[config.mk]
export PLATFORM = sky130hd
export DESIGN_NAME = register_file_param_flat
export DESIGN_NICKNAME = d
export VERILOG_FILES = /design/src/rtl/register_file_param_if.sv /design/src/rtl/register_file_param.sv /design/src/flat_wrapper.sv
export SDC_FILE = /design/constraint.sdc
export NUM_CORES = 2
export LEC_CHECK = 0
export BUFFER_PORTS_ARGS = -buffer_cell sky130_fd_sc_hd__buf_2
export CAP_MARGIN = 20
export CORE_ASPECT_RATIO = 0.7
export CORE_UTILIZATION = 49
export CTS_BUF_LIST = sky130_fd_sc_hd__clkbuf_8
export CTS_CLUSTER_DIAMETER = 80
export CTS_CLUSTER_SIZE = 20
export DETAILED_ROUTE_END_ITERATION = 6
export PLACE_DENSITY = 0.66
export SLEW_MARGIN = 20
export SYNTH_ARGS = -nofsm -noshare
export SYNTH_HDL_FRONTEND = slang
export SYNTH_SLANG_ARGS = --single-unit
[constraint.sdc]
create_clock -name clk -period 3.6 [get_ports clk]
set_clock_uncertainty 0.15 [all_clocks]
set_input_delay 0.72 -clock clk [delete_from_list [all_inputs] [get_ports clk]]
set_output_delay 0.72 -clock clk [all_outputs]
set_load 0.03 [all_outputs]
[src/rtl/register_file_param_if.sv]
// Decode/write-back side bundle of the register file: one write port, two read ports.
// The master drives indices and write data; the register file (slave) returns read data.
interface register_file_param_if #(
  parameter int WIDTH  = 32,
  parameter int ADDR_W = 5
);
  logic              regWrite;
  logic [ADDR_W-1:0] writeReg;
  logic [WIDTH-1:0]  writeData;
  logic [ADDR_W-1:0] readReg1;
  logic [ADDR_W-1:0] readReg2;
  logic [WIDTH-1:0]  readData1;
  logic [WIDTH-1:0]  readData2;

  modport master (
    output regWrite, writeReg, writeData, readReg1, readReg2,
    input  readData1, readData2
  );

  modport slave (
    input  regWrite, writeReg, writeData, readReg1, readReg2,
    output readData1, readData2
  );
endinterface

[src/rtl/register_file_param.sv]
// Parametrised MIPS register file: 2**ADDR_W x WIDTH, two read ports, one write port,
// optional hardwired R0, optional write-to-read bypass and optional registered reads.
module register_file_param #(
  parameter int               WIDTH       = 32,
  parameter int               ADDR_W      = 5,
  parameter logic [WIDTH-1:0] RESET_VALUE = '0,
  parameter int               ZERO_REG    = 1,
  parameter int               BYPASS      = 1,
  parameter int               READ_REG    = 0
) (
  input logic                  clk,
  input logic                  reset,
  register_file_param_if.slave rf
);
  localparam int DEPTH = 2 ** ADDR_W;

  logic [WIDTH-1:0] regs [DEPTH];
  logic             writeEn;

  // Writes to a hardwired R0 are dropped here so its storage stays at zero.
  assign writeEn = rf.regWrite && !((ZERO_REG != 0) && (rf.writeReg == '0));

  always_ff @(posedge clk or negedge reset) begin
    if (!reset) begin
      for (int i = 0; i < DEPTH; i++) begin
        regs[i] <= ((ZERO_REG != 0) && (i == 0)) ? '0 : RESET_VALUE;
      end
    end else if (writeEn) begin
      regs[rf.writeReg] <= rf.writeData;
    end
  end

  // Per-port read selection; forwarding is suppressed while reset is held, since
  // the pending write will never land.
  for (genvar p = 0; p < 2; p++) begin : g_port
    logic [ADDR_W-1:0] idx;
    logic              isZero;
    logic              hit;
    logic [WIDTH-1:0]  sel;

    assign idx    = (p == 0) ? rf.readReg1 : rf.readReg2;
    assign isZero = (ZERO_REG != 0) && (idx == '0);
    assign hit    = (BYPASS != 0) && reset && rf.regWrite &&
                    (rf.writeReg == idx) && !isZero;
    assign sel    = isZero ? '0 : (hit ? rf.writeData : regs[idx]);
  end

  if (READ_REG != 0) begin : g_read_reg
    logic [WIDTH-1:0] data1;
    logic [WIDTH-1:0] data2;

    always_ff @(posedge clk or negedge reset) begin
      if (!reset) begin
        data1 <= '0;
        data2 <= '0;
      end else begin
        data1 <= g_port[0].sel;
        data2 <= g_port[1].sel;
      end
    end

    assign rf.readData1 = data1;
    assign rf.readData2 = data2;
  end else begin : g_read_comb
    assign rf.readData1 = g_port[0].sel;
    assign rf.readData2 = g_port[1].sel;
  end
endmodule
[src/flat_wrapper.sv]
// flat-port wrapper written by rule: the top's interface ports become plain ports
module register_file_param_flat 
#(
  parameter int               WIDTH       = 32,
  parameter int               ADDR_W      = 5,
  parameter logic [WIDTH-1:0] RESET_VALUE = '0,
  parameter int               ZERO_REG    = 1,
  parameter int               BYPASS      = 1,
  parameter int               READ_REG    = 0
)
  (clk, reset, rf_regWrite, rf_writeReg, rf_writeData, rf_readReg1, rf_readReg2, rf_readData1, rf_readData2);
  register_file_param_if #(.WIDTH(WIDTH), .ADDR_W(ADDR_W)) rf_i ();
  input logic clk;
  input logic reset;
  input wire logic [$bits(rf_i.regWrite)-1:0] rf_regWrite;
  input wire logic [$bits(rf_i.writeReg)-1:0] rf_writeReg;
  input wire logic [$bits(rf_i.writeData)-1:0] rf_writeData;
  input wire logic [$bits(rf_i.readReg1)-1:0] rf_readReg1;
  input wire logic [$bits(rf_i.readReg2)-1:0] rf_readReg2;
  output wire logic [$bits(rf_i.readData1)-1:0] rf_readData1;
  output wire logic [$bits(rf_i.readData2)-1:0] rf_readData2;
  assign rf_i.regWrite = rf_regWrite;
  assign rf_i.writeReg = rf_writeReg;
  assign rf_i.writeData = rf_writeData;
  assign rf_i.readReg1 = rf_readReg1;
  assign rf_i.readReg2 = rf_readReg2;
  assign rf_readData1 = rf_i.readData1;
  assign rf_readData2 = rf_i.readData2;
  register_file_param #(.WIDTH(WIDTH), .ADDR_W(ADDR_W), .RESET_VALUE(RESET_VALUE), .ZERO_REG(ZERO_REG), .BYPASS(BYPASS), .READ_REG(READ_REG)) u_core (.clk(clk), .reset(reset), .rf(rf_i));
endmodule
==> results by group <==
Global routing
  • Largest net degree at the start of global routing: 171
  • Vias in the first global route: 37905
  • Global route overflow: 0
  • Initial antenna violation count: 4
  • Tot GR Track Use: 32.4%
  • First-pass GRT wire length: 273000 µm

Routing
  • Routed vias/inst: 6.82
  • Wire per inst: 33.4 µm
  • Via count: 38713
  • Routed Antenna Nets: 0
  • Starting DRT DRC Count: 4369
  • Drt total wl: 189000 µm
  • Total iterations of the first detailed-routing run: 7
  • Residual DRC: 0

Worst setup path
  • Crit path largest cell delay: 0.49 ns
  • CP delay by family, top: multiplexers
  • Setup CP Type: register to primary output
  • CP Launch Type: register
  • Worst path depth: 6
  • CP cell instances: mux4_2, mux4_2, clkinv_2, a22oi_2, a22o_4, buf_6
  • CP endpoint kind: primary output
  • R2R cell count: 3
  • Top cell by count, worst path: mux4_2
  • Worst Path Required: 2.73 ns
  • Crit path buf inv count: 2
  • CP max stage cell: mux4_2
  • Arr. time, crit path: 2.78 ns
  • Flop2flop setup slack: 2.41 ns
  • Crit-path max FO: 3

Final layout
  • Area delta synth->final: 12.9%
  • Final #Nets: 4198
  • Layout cells sized above 1: 47.9%
  • Max reg flops: 1024
  • Fin area: 62800 µm²
  • Largest registers: u_core.regs x1024
  • Largest register by flop count: u_core.regs

Clock network
  • CTS Buf Count: 57
  • CTS H-tree lvls: 2
  • Clock sink total: 1024
  • Reg clk slew, reported paths: 0.13 ns
  • Clock Latency Late Sink: 0.80 ns
  • Clock Tree Root: clkbuf_8
  • TritonCTS clock tree: done
  • Longest Clk Path Bufs: 3

Yosys
  • Synth async-reset ratio: 100%
  • Synth Area in Compound Gates: 5.65%
  • Post-synthesis mux area share: 41.3%
  • Synthesized Nets: 4074
  • Mean Syn Cell Area: 13.8 µm²
  • Post-synthesis sequential area ratio: 46.1%
  • Number of synthesized flops with an enable pin: 0
  • Top FF cell, synth: dfrtp_1
  • XOR/XNOR Fraction of Synth Area: 0.157%
  • FF+latch count, synth: 1024
  • Unique cell type count in the Yosys netlist: 56
  • Post-synthesis cell area: 55600 µm²
  • Syn. warnings: 0
  • Cells after synthesis: 4024
  • Post-synthesis adder-cell area fraction: 0%
  • Simple-gate area share of the yosys netlist: 3.00%
  • Largest family of logic cells by synthesized area: multiplexers

Timing
  • Slew Limit Fails: 0
  • Max Clk Rate: 274 MHz
  • Setup WS post-layout: -0.0495 ns
  • Final setup vio count: 5
  • Hold Vio Cnt, Final: 0
  • Period minus WS final: 3.65 ns
  • Period utilization: 101%
  • Slew HR: 29.4%
  • RSZ-0062 raised after global routing: true
  • Tightest Pin Transition: 1.06 ns

Power and ir drop
  • Switching Share: 31.3%
  • Combinational power share: 27.6%
  • Clock power share: 18.6%
  • Cell Pwr Density: 454 nW/µm²
  • Power Total: 28.5 mW
  • P_leak: 28.1 nW
  • NetSw: 8.92 mW
  • Internal power: 19.6 mW
  • Max IR drop VDD: 0.000297 V
  • Seq pwr share: 53.8%

Flow run
  • Max_cap viols: 0

Floorplanning
  • Die W: 405 µm
  • Row Count: 103
  • IO Pins: 114
  • Starting density of the core: 49.4%
  • Die height: 284 µm
  • Die Area: 115000 µm²
  • CORE AREA: 113000 µm²

Status
  • Status: complete, but fails checks
  • Violated checks: setup timing

Placed design
  • Hpwl dp: 116000 µm
  • Count of buffers from port buffering: 113
  • Cell Area, Placed: 60400 µm²
  • Final RePlAce weighted congestion: 0.863

Hold path
  • Hold Crit Depth: 2
  • Worst min-delay path class: primary input to register
[synth_stat cells (2+ instances only)]
master | number | share of area (%)
a211o_1 | 2 | 0.031
a211oi_1 | 6 | 0.081
a21oi_1 | 28 | 0.25
a221o_1 | 26 | 0.47
a221oi_1 | 5 | 0.079
a22o_1 | 51 | 0.80
a22oi_1 | 226 | 3.0
a31oi_1 | 3 | 0.034
a32o_1 | 3 | 0.054
a32oi_1 | 2 | 0.031
and2_1 | 4 | 0.045
buf_1 | 61 | 0.41
buf_2 | 112 | 1.0
buf_4 | 43 | 0.58
buf_6 | 13 | 0.26
buf_8 | 2 | 0.054
clkbuf_1 | 230 | 1.6
dfrtp_1 | 1024 | 46
mux2_1 | 10 | 0.20
mux2_2 | 985 | 20
mux2i_1 | 497 | 8.9
mux4_2 | 301 | 12
nand2_1 | 31 | 0.21
nand2b_1 | 4 | 0.045
nand3_1 | 150 | 1.3
nand4_1 | 46 | 0.52
nand4b_1 | 3 | 0.047
nor2_1 | 23 | 0.16
nor2b_1 | 11 | 0.12
nor3_1 | 30 | 0.27
nor3b_1 | 3 | 0.040
o2111ai_1 | 2 | 0.031
o211ai_1 | 2 | 0.027
o21a_1 | 21 | 0.28
o21ai_0 | 25 | 0.22
o221ai_1 | 2 | 0.031
o22ai_1 | 6 | 0.067
o31ai_1 | 2 | 0.027
or3_1 | 3 | 0.034
or4_4 | 2 | 0.040
xnor2_1 | 4 | 0.063
xor2_1 | 6 | 0.094
[metrics by stage]
step	setup slack (ns)	hold WS [ns]	util (%)	std cells	TNS [ns]
CTS	-0.0792	0.0899	55.0	5635	-0.204
global route	-0.112	0.155	55.8	5677	-0.425
global placement	-0.143	0.227	53.7	5535	-1.19
floorplan	0.0764	0.274	-	4024	0
detailed placement	-0.138	0.235	53.7	5535	-1.18
finish	-0.0495	0.165	55.8	5677	-0.108
[worst register-to-register path, delay by kind of cell (launching register included)]
family,cells,cell delay (ns)
buffers and inverters,2,0.27
muxes,1,0.25
DFF,1,0.42
[final cells by class]
| cell class | instances | area [µm²] |
|---|---|---|
| diodes | 1 | 2.50 |
| clock buffers | 57 | 785 |
| clock inverters | 8 | 70.1 |
| fillers | 9198 | 49800 |
| inverters | 2 | 8.76 |
| multi-input cells | 2537 | 28500 |
| flip-flops and latches | 1024 | 25600 |
| well taps | 1522 | 1900 |
| repair buffers | 526 | 5920 |
[what timing repair did]
item	4_1_cts	5_1_grt
setup buffers	33	35
pin swaps	21	30
gates cloned	3	9
hold buffers	1	0
endpoints found under the hold margin	48	0
endpoints found under the setup margin	44	61
gates resized for setup	85	111
[cell usage in the layout, fill, tap and decap left out, types with 6 or more instances in the layout]
cell	Yosys	layout
dfrtp_1	1024	1024
mux2_2	985	985
mux2i_1	497	491
mux4_2	301	301
buf_4	43	267
a22oi_1	226	224
nand3_1	150	145
buf_12	0	121
buf_2	112	65
clkbuf_8	0	57
nand4_1	46	46
buf_6	13	45
a22o_1	51	44
nor3_1	30	27
a221o_1	26	25
o21a_1	21	20
nand2_1	31	19
nor2_4	0	18
o21ai_0	25	18
a21oi_1	28	16
a21oi_2	0	12
buf_16	0	11
mux2_1	10	10
clkbuf_16	0	9
nor2b_4	0	8
nand2_4	0	8
xor2_1	6	6
a22o_4	0	6
[path summary, 6_finish.rpt]
path	startpoint	to
min in group asynchronous	reset	u_core.regs[773]
hold / removal	rf_writeData[12]	u_core.regs[524]
max in group asynchronous	reset	u_core.regs[46]
hold reg to reg	u_core.regs[1017]	u_core.regs[1017]
setup / recovery	u_core.regs[529]	rf_readData1[17]
setup reg to reg	u_core.regs[561]	u_core.regs[561]
[metal layers]
metal  global-route usage [%]  part of all wire [%]
met2                     45.9                    43
met4                     9.61                   3.3
met3                     8.94                    11
met1                     48.3                    43
met5                        0                 0.018
[logic make-up (layout without fill, tap and decap cells)]
kind of cell | Yosys count | after routing
xor gates and xnor gates | 10 | 10
AOI/OAI and AO/OA | 416 | 416
DFF | 1024 | 1024
buffers and inverters | 463 | 593
other | 0 | 1
muxes | 1793 | 1793
and+or+nand+nor | 318 | 318
[power groups by stage]
| stage | sequential, mW | clock [mW] | combinational (mW) |
|---|---|---|---|
| floorplan | 14.9 | 0 | 5.44 |
| global placement | 15.4 | 0 | 7.26 |
| detailed placement | 15.5 | 0 | 7.41 |
| CTS | 15.2 | 5.39 | 7.63 |
| global route | 15.6 | 5.76 | 8.35 |
| finish | 15.4 | 5.30 | 7.86 |
No activity file was read; power rests on OpenSTA's default activity.
